`config.mk`:
```
export PLATFORM = sky130hd
export DESIGN_NAME = elgamal_sequencer
export DESIGN_NICKNAME = d
export VERILOG_FILES = /design/src/rtl/elgamal_pkg.sv /design/src/rtl/elgamal_watchdog.sv /design/src/rtl/elgamal_sequencer.sv
export SDC_FILE = /design/constraint.sdc
export NUM_CORES = 1
export LEC_CHECK = 0
export CORE_AREA = 2 2 228 230
export CTS_CLUSTER_DIAMETER = 30
export DETAILED_ROUTE_END_ITERATION = 6
export DIE_AREA = 0 0 230 232
export GPL_ROUTABILITY_DRIVEN = 0
export HOLD_SLACK_MARGIN = 0.02
export PLACE_DENSITY = 0.71
export SYNTH_ARGS = -nofsm -noshare
export SYNTH_HDL_FRONTEND = slang
export SYNTH_SLANG_ARGS = --single-unit
```
`constraint.sdc`:
```
create_clock -name clk -period 3.82 [get_ports clk]
set_input_delay 0.573 -clock clk [delete_from_list [all_inputs] [get_ports clk]]
set_output_delay 0.573 -clock clk [all_outputs]
set_load 0.02 [all_outputs]
```
`src/rtl/elgamal_pkg.sv`:
```
// ----------------------------------------------------------------------------
// elgamal_pkg
// Shared definitions for the ElGamal operation sequencer:
//   - operation codes presented on op_code
//   - error codes reported on err_code
//   - sequencer FSM state encoding
//   - step indices used to pick operands inside a multi-step operation
//   - request validation helper
// Optional feature macro used by the sequencer: ELGAMAL_TIMEOUT_EN.
// ----------------------------------------------------------------------------
package elgamal_pkg;

    // Operation codes
    localparam logic [1:0] OP_KEYGEN   = 2'd0;
    localparam logic [1:0] OP_ENCRYPT  = 2'd1;
    localparam logic [1:0] OP_DECRYPT  = 2'd2;
    localparam logic [1:0] OP_RESERVED = 2'd3;

    // Error codes
    localparam logic [1:0] ERR_NONE    = 2'd0;
    localparam logic [1:0] ERR_BAD_OP  = 2'd1;
    localparam logic [1:0] ERR_BAD_MOD = 2'd2;
    localparam logic [1:0] ERR_TIMEOUT = 2'd3;

    // Sequencer states
    typedef enum logic [2:0] {
        ST_IDLE      = 3'd0,
        ST_EXP_ISSUE = 3'd1,
        ST_EXP_WAIT  = 3'd2,
        ST_MUL_ISSUE = 3'd3,
        ST_MUL_WAIT  = 3'd4,
        ST_DONE      = 3'd5
    } state_t;

    // Exponentiation step index within an operation
    localparam logic STEP_FIRST  = 1'b0;
    localparam logic STEP_SECOND = 1'b1;

    // A reserved op code outranks a bad modulus when both are present.
    function automatic logic [1:0] check_request(input logic [1:0] op,
                                                 input logic       modulus_too_small);
        if (op == OP_RESERVED)
            return ERR_BAD_OP;
        if (modulus_too_small)
            return ERR_BAD_MOD;
        return ERR_NONE;
    endfunction

endpackage

```
`src/rtl/elgamal_watchdog.sv`:
```
// ----------------------------------------------------------------------------
// elgamal_watchdog
// Per-wait cycle counter. Cleared by load, advanced on every count_en cycle,
// and flags expired during the LIMIT-th consecutive count_en cycle.
// Only instantiated when ELGAMAL_TIMEOUT_EN is defined.
// Ports:
//   clk      in  clock, posedge
//   rst_n    in  synchronous active-low reset
//   load     in  clear the counter (asserted in the cycle before a wait starts)
//   count_en in  a wait cycle is in progress
//   expired  out this wait cycle is the last one allowed
// ----------------------------------------------------------------------------
module elgamal_watchdog #(
    parameter int LIMIT = 1024
) (
    input  logic clk,
    input  logic rst_n,
    input  logic load,
    input  logic count_en,
    output logic expired
);

    localparam int CW = (LIMIT < 2) ? 1 : $clog2(LIMIT);

    logic [CW-1:0] count_q;

    // count_q holds the number of wait cycles already completed, so the
    // LIMIT-th wait cycle sees LIMIT-1.
    assign expired = count_en && (count_q == CW'(LIMIT - 1));

    always_ff @(posedge clk) begin
        if (!rst_n) begin
            count_q <= '0;
        end else if (load) begin
            count_q <= '0;
        end else if (count_en && !expired) begin
            count_q <= count_q + CW'(1);
        end
    end

endmodule

```
`src/rtl/elgamal_sequencer.sv`:
```
// ----------------------------------------------------------------------------
// elgamal_sequencer
// Drives one shared modular exponentiation engine and one modular multiplier
// through the ElGamal operations KEYGEN, ENCRYPT and DECRYPT (all mod q).
//   KEYGEN : res0 = g^a                      res1 = 0
//   ENCRYPT: res0 = g^k                      res1 = m * y^k
//   DECRYPT: res0 = c2 * (c1^a)^(q-2)        res1 = 0
// Optional macro ELGAMAL_TIMEOUT_EN bounds each engine wait to TIMEOUT_CYCLES
// cycles (err_code 3 on expiry); without it waits block indefinitely.
// Ports:
//   clk, rst_n                     clock (posedge), synchronous active-low reset
//   op_start/op_ready/op_code      request handshake, op code
//   in_g,in_q,in_x,in_k,in_m,in_c1,in_c2,in_y  operation operands
//   exp_start/exp_base/exp_exp/exp_mod/exp_done/exp_result  exponentiator
//   mul_start/mul_a/mul_b/mul_mod/mul_done/mul_result       multiplier
//   done/err/err_code              completion pulse and status
//   res0/res1                      results, held until the next acceptance
// ----------------------------------------------------------------------------
module elgamal_sequencer
    import elgamal_pkg::*;
#(
    parameter int WIDTH          = 32,
    parameter int TIMEOUT_CYCLES = 1024
) (
    input  logic             clk,
    input  logic             rst_n,
    input  logic             op_start,
    output logic             op_ready,
    input  logic [1:0]       op_code,
    input  logic [WIDTH-1:0] in_g,
    input  logic [WIDTH-1:0] in_q,
    input  logic [WIDTH-1:0] in_x,
    input  logic [WIDTH-1:0] in_k,
    input  logic [WIDTH-1:0] in_m,
    input  logic [WIDTH-1:0] in_c1,
    input  logic [WIDTH-1:0] in_c2,
    input  logic [WIDTH-1:0] in_y,
    output logic             exp_start,
    output logic [WIDTH-1:0] exp_base,
    output logic [WIDTH-1:0] exp_exp,
    output logic [WIDTH-1:0] exp_mod,
    input  logic             exp_done,
    input  logic [WIDTH-1:0] exp_result,
    output logic             mul_start,
    output logic [WIDTH-1:0] mul_a,
    output logic [WIDTH-1:0] mul_b,
    output logic [WIDTH-1:0] mul_mod,
    input  logic             mul_done,
    input  logic [WIDTH-1:0] mul_result,
    output logic             done,
    output logic             err,
    output logic [1:0]       err_code,
    output logic [WIDTH-1:0] res0,
    output logic [WIDTH-1:0] res1
);

    state_t           state_q, state_d;
    logic             step_q, step_d;
    logic [WIDTH-1:0] exp_base_q, exp_base_d;
    logic [WIDTH-1:0] exp_exp_q, exp_exp_d;
    logic [WIDTH-1:0] exp_mod_q, exp_mod_d;
    logic [WIDTH-1:0] mul_a_q, mul_a_d;
    logic [WIDTH-1:0] mul_b_q, mul_b_d;
    logic [WIDTH-1:0] mul_mod_q, mul_mod_d;
    logic [WIDTH-1:0] res0_q, res0_d;
    logic [WIDTH-1:0] res1_q, res1_d;
    logic             err_q, err_d;
    logic [1:0]       err_code_q, err_code_d;

    // Captured request operands (only those needed after the first step)
    logic [1:0]       op_r;
    logic [WIDTH-1:0] q_r, k_r, m_r, c2_r, y_r;
    // First-step exponentiation result: c1 for ENCRYPT, s for DECRYPT
    logic [WIDTH-1:0] tmp_q, tmp_d;

    logic             capture;
    logic [1:0]       req_code;
    logic             timeout_hit;

`ifdef ELGAMAL_TIMEOUT_EN
    logic wd_load;
    logic wd_count;

    assign wd_load  = (state_q == ST_EXP_ISSUE) || (state_q == ST_MUL_ISSUE);
    assign wd_count = (state_q == ST_EXP_WAIT)  || (state_q == ST_MUL_WAIT);

    elgamal_watchdog #(
        .LIMIT(TIMEOUT_CYCLES)
    ) u_watchdog (
        .clk     (clk),
        .rst_n   (rst_n),
        .load    (wd_load),
        .count_en(wd_count),
        .expired (timeout_hit)
    );
`else
    assign timeout_hit = 1'b0;
`endif

    assign req_code = check_request(op_code, in_q < WIDTH'(3));

    // ---------------- next-state / operand selection ----------------
    always_comb begin
        state_d    = state_q;
        step_d     = step_q;
        tmp_d      = tmp_q;
        exp_base_d = exp_base_q;
        exp_exp_d  = exp_exp_q;
        exp_mod_d  = exp_mod_q;
        mul_a_d    = mul_a_q;
        mul_b_d    = mul_b_q;
        mul_mod_d  = mul_mod_q;
        res0_d     = res0_q;
        res1_d     = res1_q;
        err_d      = 1'b0;
        err_code_d = err_code_q;
        capture    = 1'b0;

        unique case (state_q)
            ST_IDLE: begin
                if (op_start) begin
                    capture = 1'b1;
                    if (req_code != ERR_NONE) begin
                        state_d    = ST_DONE;
                        err_d      = 1'b1;
                        err_code_d = req_code;
                        res0_d     = '0;
                        res1_d     = '0;
                    end else begin
                        state_d    = ST_EXP_ISSUE;
                        step_d     = STEP_FIRST;
                        err_code_d = ERR_NONE;
                        exp_mod_d  = in_q;
                        // First exponentiation comes straight from the request
                        if (op_code == OP_DECRYPT) begin
                            exp_base_d = in_c1;
                            exp_exp_d  = in_x;
                        end else if (op_code == OP_ENCRYPT) begin
                            exp_base_d = in_g;
                            exp_exp_d  = in_k;
                        end else begin
                            exp_base_d = in_g;
                            exp_exp_d  = in_x;
                        end
                    end
                end
            end

            ST_EXP_ISSUE: state_d = ST_EXP_WAIT;

            ST_EXP_WAIT: begin
                if (exp_done) begin
                    if (op_r == OP_KEYGEN) begin
                        state_d = ST_DONE;
                        res0_d  = exp_result;
                        res1_d  = '0;
                    end else if (step_q == STEP_FIRST) begin
                        state_d = ST_EXP_ISSUE;
                        step_d  = STEP_SECOND;
                        tmp_d   = exp_result;
                        if (op_r == OP_ENCRYPT) begin
                            exp_base_d = y_r;
                            exp_exp_d  = k_r;
                        end else begin
                            // Fermat inverse: s^(q-2); q >= 3 so no wrap
                            exp_base_d = exp_result;
                            exp_exp_d  = q_r - WIDTH'(2);
                        end
                    end else begin
                        state_d   = ST_MUL_ISSUE;
                        mul_mod_d = q_r;
                        mul_b_d   = exp_result;
                        mul_a_d   = (op_r == OP_ENCRYPT) ? m_r : c2_r;
                    end
                end else if (timeout_hit) begin
                    state_d    = ST_DONE;
                    err_d      = 1'b1;
                    err_code_d = ERR_TIMEOUT;
                    res0_d     = '0;
                    res1_d     = '0;
                end
            end

            ST_MUL_ISSUE: state_d = ST_MUL_WAIT;

            ST_MUL_WAIT: begin
                if (mul_done) begin
                    state_d = ST_DONE;
                    if (op_r == OP_ENCRYPT) begin
                        res0_d = tmp_q;
                        res1_d = mul_result;
                    end else begin
                        res0_d = mul_result;
                        res1_d = '0;
                    end
                end else if (timeout_hit) begin
                    state_d    = ST_DONE;
                    err_d      = 1'b1;
                    err_code_d = ERR_TIMEOUT;
                    res0_d     = '0;
                    res1_d     = '0;
                end
            end

            ST_DONE: state_d = ST_IDLE;

            default: state_d = ST_IDLE;
        endcase
    end

    // ---------------- registered state and outputs ----------------
    always_ff @(posedge clk) begin
        if (!rst_n) begin
            state_q    <= ST_IDLE;
            step_q     <= STEP_FIRST;
            exp_base_q <= '0;
            exp_exp_q  <= '0;
            exp_mod_q  <= '0;
            mul_a_q    <= '0;
            mul_b_q    <= '0;
            mul_mod_q  <= '0;
            res0_q     <= '0;
            res1_q     <= '0;
            err_q      <= 1'b0;
            err_code_q <= ERR_NONE;
        end else begin
            state_q    <= state_d;
            step_q     <= step_d;
            exp_base_q <= exp_base_d;
            exp_exp_q  <= exp_exp_d;
            exp_mod_q  <= exp_mod_d;
            mul_a_q    <= mul_a_d;
            mul_b_q    <= mul_b_d;
            mul_mod_q  <= mul_mod_d;
            res0_q     <= res0_d;
            res1_q     <= res1_d;
            err_q      <= err_d;
            err_code_q <= err_code_d;
        end
    end

    // Operand capture and intermediate storage carry no reset: they are
    // always written before being read within an operation.
    always_ff @(posedge clk) begin
        tmp_q <= tmp_d;
        if (capture) begin
            op_r <= op_code;
            q_r  <= in_q;
            k_r  <= in_k;
            m_r  <= in_m;
            c2_r <= in_c2;
            y_r  <= in_y;
        end
    end

    assign op_ready  = (state_q == ST_IDLE);
    assign exp_start = (state_q == ST_EXP_ISSUE);
    assign mul_start = (state_q == ST_MUL_ISSUE);
    assign done      = (state_q == ST_DONE);
    assign err       = err_q;
    assign err_code  = err_code_q;
    assign res0      = res0_q;
    assign res1      = res1_q;
    assign exp_base  = exp_base_q;
    assign exp_exp   = exp_exp_q;
    assign exp_mod   = exp_mod_q;
    assign mul_a     = mul_a_q;
    assign mul_b     = mul_b_q;
    assign mul_mod   = mul_mod_q;

endmodule
```
==> results of run 1 <==
[critical path, stage by stage (launching register included)]
cell	delay, ns
edfxtp_1	0.51
inv_1	0.11
ha_1	0.18
or3b_2	0.54
or3_4	0.46
nor3_1	0.59
xnor2_1	0.28
a21oi_1	0.12
a221o_1	0.36
[cell type report]
type / count / area share (%)
Sequential cell: 457 / 38.1
Multi-Input combinational cell: 1316 / 25.1
Timing Repair Buffer: 617 / 21.4
Clock buffer: 135 / 10.1
Tap cell: 680 / 2.92
Clock inverter: 63 / 2.31
Inverter: 4 / 0.0687
Antenna cell: 6 / 0.0515
[worst max-delay path by stage]
stage	endpoint	slack (ns)	cells after the start
detailed placement	exp_exp[30]	0.37	8
finish	exp_exp[31]	0.53	8
floorplan	exp_exp[10]	0.39	11
CTS	exp_exp[31]	0.65	8
global placement	exp_exp[30]	0.40	8
global route	exp_exp[31]	0.52	8
[power groups by stage]
stage	registers, mW	logic [mW]	clock network, mW
after floorplan	5.89	0.801	0
after global placement	5.74	2.03	0
after detailed placement	5.76	2.06	0
after CTS	5.67	2.07	9.04
after global routing	5.70	2.19	9.29
final	5.68	2.05	8.93
[per-layer routing]
layer,GRT usage (%),up-vias,wire [um]
met2,44.9,875,35600
met5,0,-,27
met4,12.4,4,3080
li1,-,7958,-
met3,7.76,166,6480
met1,29.0,8346,26600
[layout by cell type, fill, tap and decap left out, types with 16 or more instances in the layout]
cell	instances
a21boi_0	99
a21oi_1	93
a31oi_1	16
buf_4	19
clkbuf_16	110
clkdlybuf4s50_1	588
clkinv_2	19
dfxtp_1	263
edfxtp_1	194
mux2i_1	69
nand2_1	534
nand3_1	193
nor2_1	33
nor2b_1	36
nor3_1	23
nor4_1	16
o211a_1	66
o21ai_0	28
[per-stage QoR]
stage | setup WS [ns] | power, mW | instances | hold WS [ns]
floorplan | 0.394 | 6.69 | 1926 | 0.496
global placement | 0.402 | 7.77 | 3074 | 0.441
detailed placement | 0.369 | 7.81 | 3074 | 0.448
CTS | 0.646 | 16.8 | 3272 | 0.440
global route | 0.522 | 17.2 | 3276 | 0.467
finish | 0.532 | 16.7 | 3278 | 0.452
[kinds of logic after synthesis]
family                     after synthesis  share of synthesized area (%)
AOI/OAI and AO/OA                      346                           13.1
xor gates and xnor gates                22                           1.02
buffers and inverters                  153                           3.44
DFF                                    457                           58.5
adders and majority gates                1                         0.0660
and+or+nand+nor                        878                           20.3
muxes                                   69                           3.64
==> flow_summary_export.csv, run 1 <==
group,metric,value,unit
floorplan,coreArea,50900,um^2
power,intPower,12.4,mW
synth,ys_top_cells_by_area,"edfxtp_1, dfxtp_1, nand2_1",
synth,ys_ff_latch,457,
timing,tightestPinTransition,1.10,ns
run,drv_cap,0,
setup_path,setup.worst_path.end_class,"flip-flop",
timing,rsz0062_at_grt,"false",
worst_hold_path,whs_path_depth,2,
route,drt_iter0_drc,1302,
floorplan,rows,83,
worst_hold_path,min_to,"res1[29]",
synth,netlist_instances,1926,
clock_network,cts_resized,0,
setup_path,cp.arrival,3.79,ns
place,dp_hpwl,49200,um
clock_network,cts.sinks,457,
synth,yosysSeqAreaShare,58.5,%
place,port_buffers,589,
floorplan,ios,590,
synth,netlist_area,19000,um^2
timing,setup_viol,0,
timing,period_share,86.1,%
floorplan,initial_core_util,37.3,%
timing,max_freq,304,MHz
timing,setup_tns,0,ns
clock_network,clk_pin_slew,0.05,ns
power,clkPwrFrac,53.6,%
setup_path,critPathLaunch,"q_r[1]",
floorplan,die_area,53400,um^2
route,wl_per_cell,21.9,um
setup_path,timing.rr.end,"exp_exp[31]",
synth,synth_top_area_share,30.7,%
clock_network,cts-root-buf,"clkbuf_16",
power,switching_share,25.7,%
clock_network,post_cts_buffers,0,
route,final_antenna_net_count,0,
finish,seq_area,11100,um^2
grt,grt.total_usage,25.9,%
clock_network,postCtsHoldBufs,0,
timing,slew_violations,0,
setup_path,crit_required,4.32,ns
power,pwr_density_cell,572,nW/um^2
finish,drive_gt1_share,9.07,%
setup_path,worst-r2r-cell-count,8,
setup_path,path_class,"reg2reg",
route,drt-total-wl,71700,um
route,via_count,17349,
synth,synth_warnings,0,
clock_network,insertion_delay,0.63,ns
route,drc,0,
setup_path,reg2reg_from,"q_r[1]",
synth,synth_most_common_cell,"nand2_1",
timing,skew,0.0315,ns
grt,grt_antenna_before_repair,7,
clock_network,clockBufferDepth,3,
synth,synth_edf_count,194,
outcome,status,"finished clean",
worst_hold_path,holdCritPathClass,"reg2reg",
power,p_seq_share,34.1,%
route,dr.pass1.iters,6,
grt,grt_max_degree,166,
grt,grt_pass1_vias,17376,
power,ir_drop,0.421,mV
power,pwr-share-comb,12.3,%
floorplan,fp.dieH,232,um
power,p_leak,11.5,nW
finish,fin_util,57.3,%
timing,maxSlewHeadroom,27.0,%
finish,fin_nets,2828,
timing,post-route-min-period,3.29,ns
synth,ys_top_cells_by_count,"nand2_1, dfxtp_1, edfxtp_1, nand3_1, clkbuf_1",
finish,fillers,4273,
setup_path,worstPathMaxFanout,12,
grt,grt_pass1_wl,106000,um
clock_network,htreeDepth,3,
synth,syn_avg_cell_area,9.85,um^2
synth,synthFlopType,"dfxtp_1",
power,p_switching,4.29,mW
finish,finalInstanceArea,29100,um^2
synth,syn-num-nets,2254,
clock_network,cts_tree,"yes",
setup_path,rrSetupSlack,0.53,ns
synth,synth.distinct_cells,64,
setup_path,cp-start-kind,"flip-flop",
clock_network,cts_made_buffers,104,
finish,multiInputGateArea,7320,um^2
timing,finalHoldViolations,0,
place,dpl_cell_area,25500,um^2
synth,netlist.top_cell.by_area,"edfxtp_1",
floorplan,dieWidth,230,um
worst_hold_path,worstHoldStart,"res1[29]",
finish,syn_to_final_growth,53.6,%
grt,grt-ovfl-total,0,
route,avgViaCountPerCell,5.29,
synth,synth_async_sr_flop_share,0,%
(Power assumes the default switching activity.)
==> run 2: changes to the inputs <==
CORE_AREA = 2 2 229 231   (was 2 2 228 230)
DIE_AREA = 0 0 231 233   (was 0 0 230 232)
PLACE_DENSITY = 0.7   (was 0.71)
==> run 2 against run 1 <==
Net effect:
- final cell count rose by 0.40%
- non-clock buffer count rose by 17
- combinational power about the same
- maximum frequency grew 6.8%
- register-to-register slack gained 0.24 ns
- routed wire length rose by 1.8%
- sequential power is essentially flat
- global-route usage grew 0.36 points
- sequential share of layout area decreased by 0.19 points
- clock skew fell by 0.0038 ns
- critical endpoint is now op_ready
- largest cell class unchanged
- highest routed layer unchanged
==> flow_summary_export.csv, run 2 (synthesized netlist as in run 1, its figures left out) <==
group,metric,value,unit
outcome,status,"finished clean",
setup_path,worst-r2r-cell-count,8,
power,intPower,12.7,mW
finish,fillers,4378,
timing,rsz0062_at_grt,"false",
grt,grt_antenna_before_repair,8,
finish,drive_gt1_share,9.39,%
setup_path,timing.rr.end,"exp_exp[31]",
setup_path,worstPathMaxFanout,13,
floorplan,die_area,53800,um^2
grt,grt-ovfl-total,0,
grt,grt_max_degree,166,
clock_network,cts-root-buf,"clkbuf_16",
floorplan,fp.dieH,233,um
finish,multiInputGateArea,7310,um^2
power,pwr_density_cell,576,nW/um^2
floorplan,rows,83,
grt,grt_pass1_wl,107000,um
place,port_buffers,589,
timing,setup_tns,0,ns
finish,syn_to_final_growth,54.4,%
timing,holdWs,0.452,ns
finish,seq_area,11100,um^2
setup_path,path_cells,"or3_1 -> inv_2 -> clkdlybuf4s50_1",
route,drt_iter0_drc,1448,
setup_path,cp.arrival,2.51,ns
timing,skew,0.0277,ns
clock_network,cts_tree,"yes",
power,clkPwrFrac,54.0,%
timing,finalHoldViolations,0,
finish,finalNonFillerCells,3291,
route,final_antenna_net_count,0,
clock_network,cts_made_buffers,104,
worst_hold_path,holdCritPathClass,"reg2reg",
clock_network,cts_resized,0,
floorplan,dieWidth,231,um
setup_path,crit_required,3.25,ns
setup_path,cp_top_family,"buffers and inverters",
setup_path,cp_slowest_stage_delay,0.78,ns
clock_network,cts.sinks,457,
route,dr.pass1.iters,6,
clock_network,htreeDepth,3,
clock_network,clk_pin_slew,0.05,ns
timing,max_freq,325,MHz
finish,layout_common_cells,"clkdlybuf4s50_1, nand2_1, dfxtp_1",
power,switching_share,24.8,%
timing,tightestPinTransition,1.20,ns
grt,grt.total_usage,26.2,%
timing,setup_viol,0,
floorplan,initial_core_util,37.1,%
timing,period_share,80.6,%
clock_network,clockBufferDepth,3,
setup_path,setup.worst_path.end_class,"output port",
setup_path,rrSetupSlack,0.77,ns
setup_path,worstSetupEndpoint,"op_ready",
setup_path,path_class,"reg2out",
power,p_switching,4.18,mW
clock_network,post_cts_buffers,0,
power,pwr-share-comb,12.4,%
route,drt-total-wl,73000,um
setup_path,reg2reg_from,"q_r[1]",
grt,grt_pass1_vias,17550,
route,wl_per_cell,22.2,um
floorplan,coreArea,51100,um^2
setup_path,critPathLaunch,"state_q[2]",
timing,slew_violations,0,
power,ir_drop,0.356,mV
setup_path,crit_buf_inv,2,
floorplan,ios,590,
power,p_seq_share,33.7,%
run,drv_cap,0,
setup_path,worst-path-stages,3,
route,via_count,17363,
clock_network,insertion_delay,0.65,ns
place,dp_hpwl,50300,um
route,drc,0,
power,p_leak,11.6,nW
place,dp_cells,3091,
clock_network,postCtsHoldBufs,0,
setup_path,cp-start-kind,"flip-flop",
finish,fin_nets,2845,
timing,maxSlewHeadroom,19.9,%
timing,post-route-min-period,3.08,ns
finish,layout_commonest_cell,"clkdlybuf4s50_1",
setup_path,cpMaxStageDelayCell,"clkdlybuf4s50_1",
route,avgViaCountPerCell,5.28,
==> run 2: cell types whose count changed in the layout (fill, tap and decap cells not counted), sizes merged <==
cell,previous run,this run
bufinv,8,13
diode,6,3
inv,12,8
clkbuf,136,144
clkinvlp,11,5
clkinv,36,32
buf,28,45
==> run 2: power groups by stage <==
stage	Clock (mW)	Combinational (mW)	Sequential [mW]
2_1_floorplan	0	0.801	5.89
3_3_place_gp	0	2.05	5.74
3_5_place_dp	0	2.08	5.75
4_1_cts	9.20	2.10	5.67
5_1_grt	9.49	2.23	5.70
6_report	9.10	2.08	5.68
==> run 2: layout make-up <==
class | count | area share [%]
Antenna cell | 3 | 0.0256
Clock buffer | 143 | 10.2
Clock inverter | 54 | 2.27
Inverter | 4 | 0.0684
Multi-Input combinational cell | 1316 | 25.0
Sequential cell | 457 | 37.9
Tap cell | 680 | 2.91
Timing Repair Buffer | 634 | 21.7
==> run 2: how the worst min path moves through the flow <==
stage | startpoint | to | depth (start not counted)
after floorplan | k_r[7] | exp_exp[7] | 2
after global placement | res1[14] | res1[14] | 2
after detailed placement | res1[27] | res1[27] | 2
after CTS | in_m[1] | m_r[1] | 1
after global routing | in_c2[21] | c2_r[21] | 1
final | res1[21] | res1[21] | 2
==> run 2: per-layer routing <==
| metal | GRT usage (%) | up-vias | wire [um] |
|---|---|---|---|
| met5 | 0 | - | 69 |
| met4 | 11.7 | 10 | 2660 |
| met3 | 8.38 | 171 | 7350 |
| met2 | 45.8 | 908 | 36300 |
| met1 | 29.1 | 8294 | 26600 |
| li1 | - | 7980 | - |
==> run 2: per-stage QoR <==
step | setup slack [ns] | utilization [%] | power, mW | instance area [um^2]
after global placement | 0.494 | 50.2 | 7.79 | 25600
final | 0.741 | 57.3 | 16.9 | 29300
after global routing | 0.650 | 57.3 | 17.4 | 29300
after floorplan | 0.394 | - | 6.69 | 19000
after CTS | 0.710 | 57.3 | 17.0 | 29300
after detailed placement | 0.457 | 50.2 | 7.83 | 25600
==> run 2: worst min-delay path: stages, from the launching register on <==
cell     delay, ns
dfxtp_1       0.30
nand3_1       0.06
nand2_1       0.04
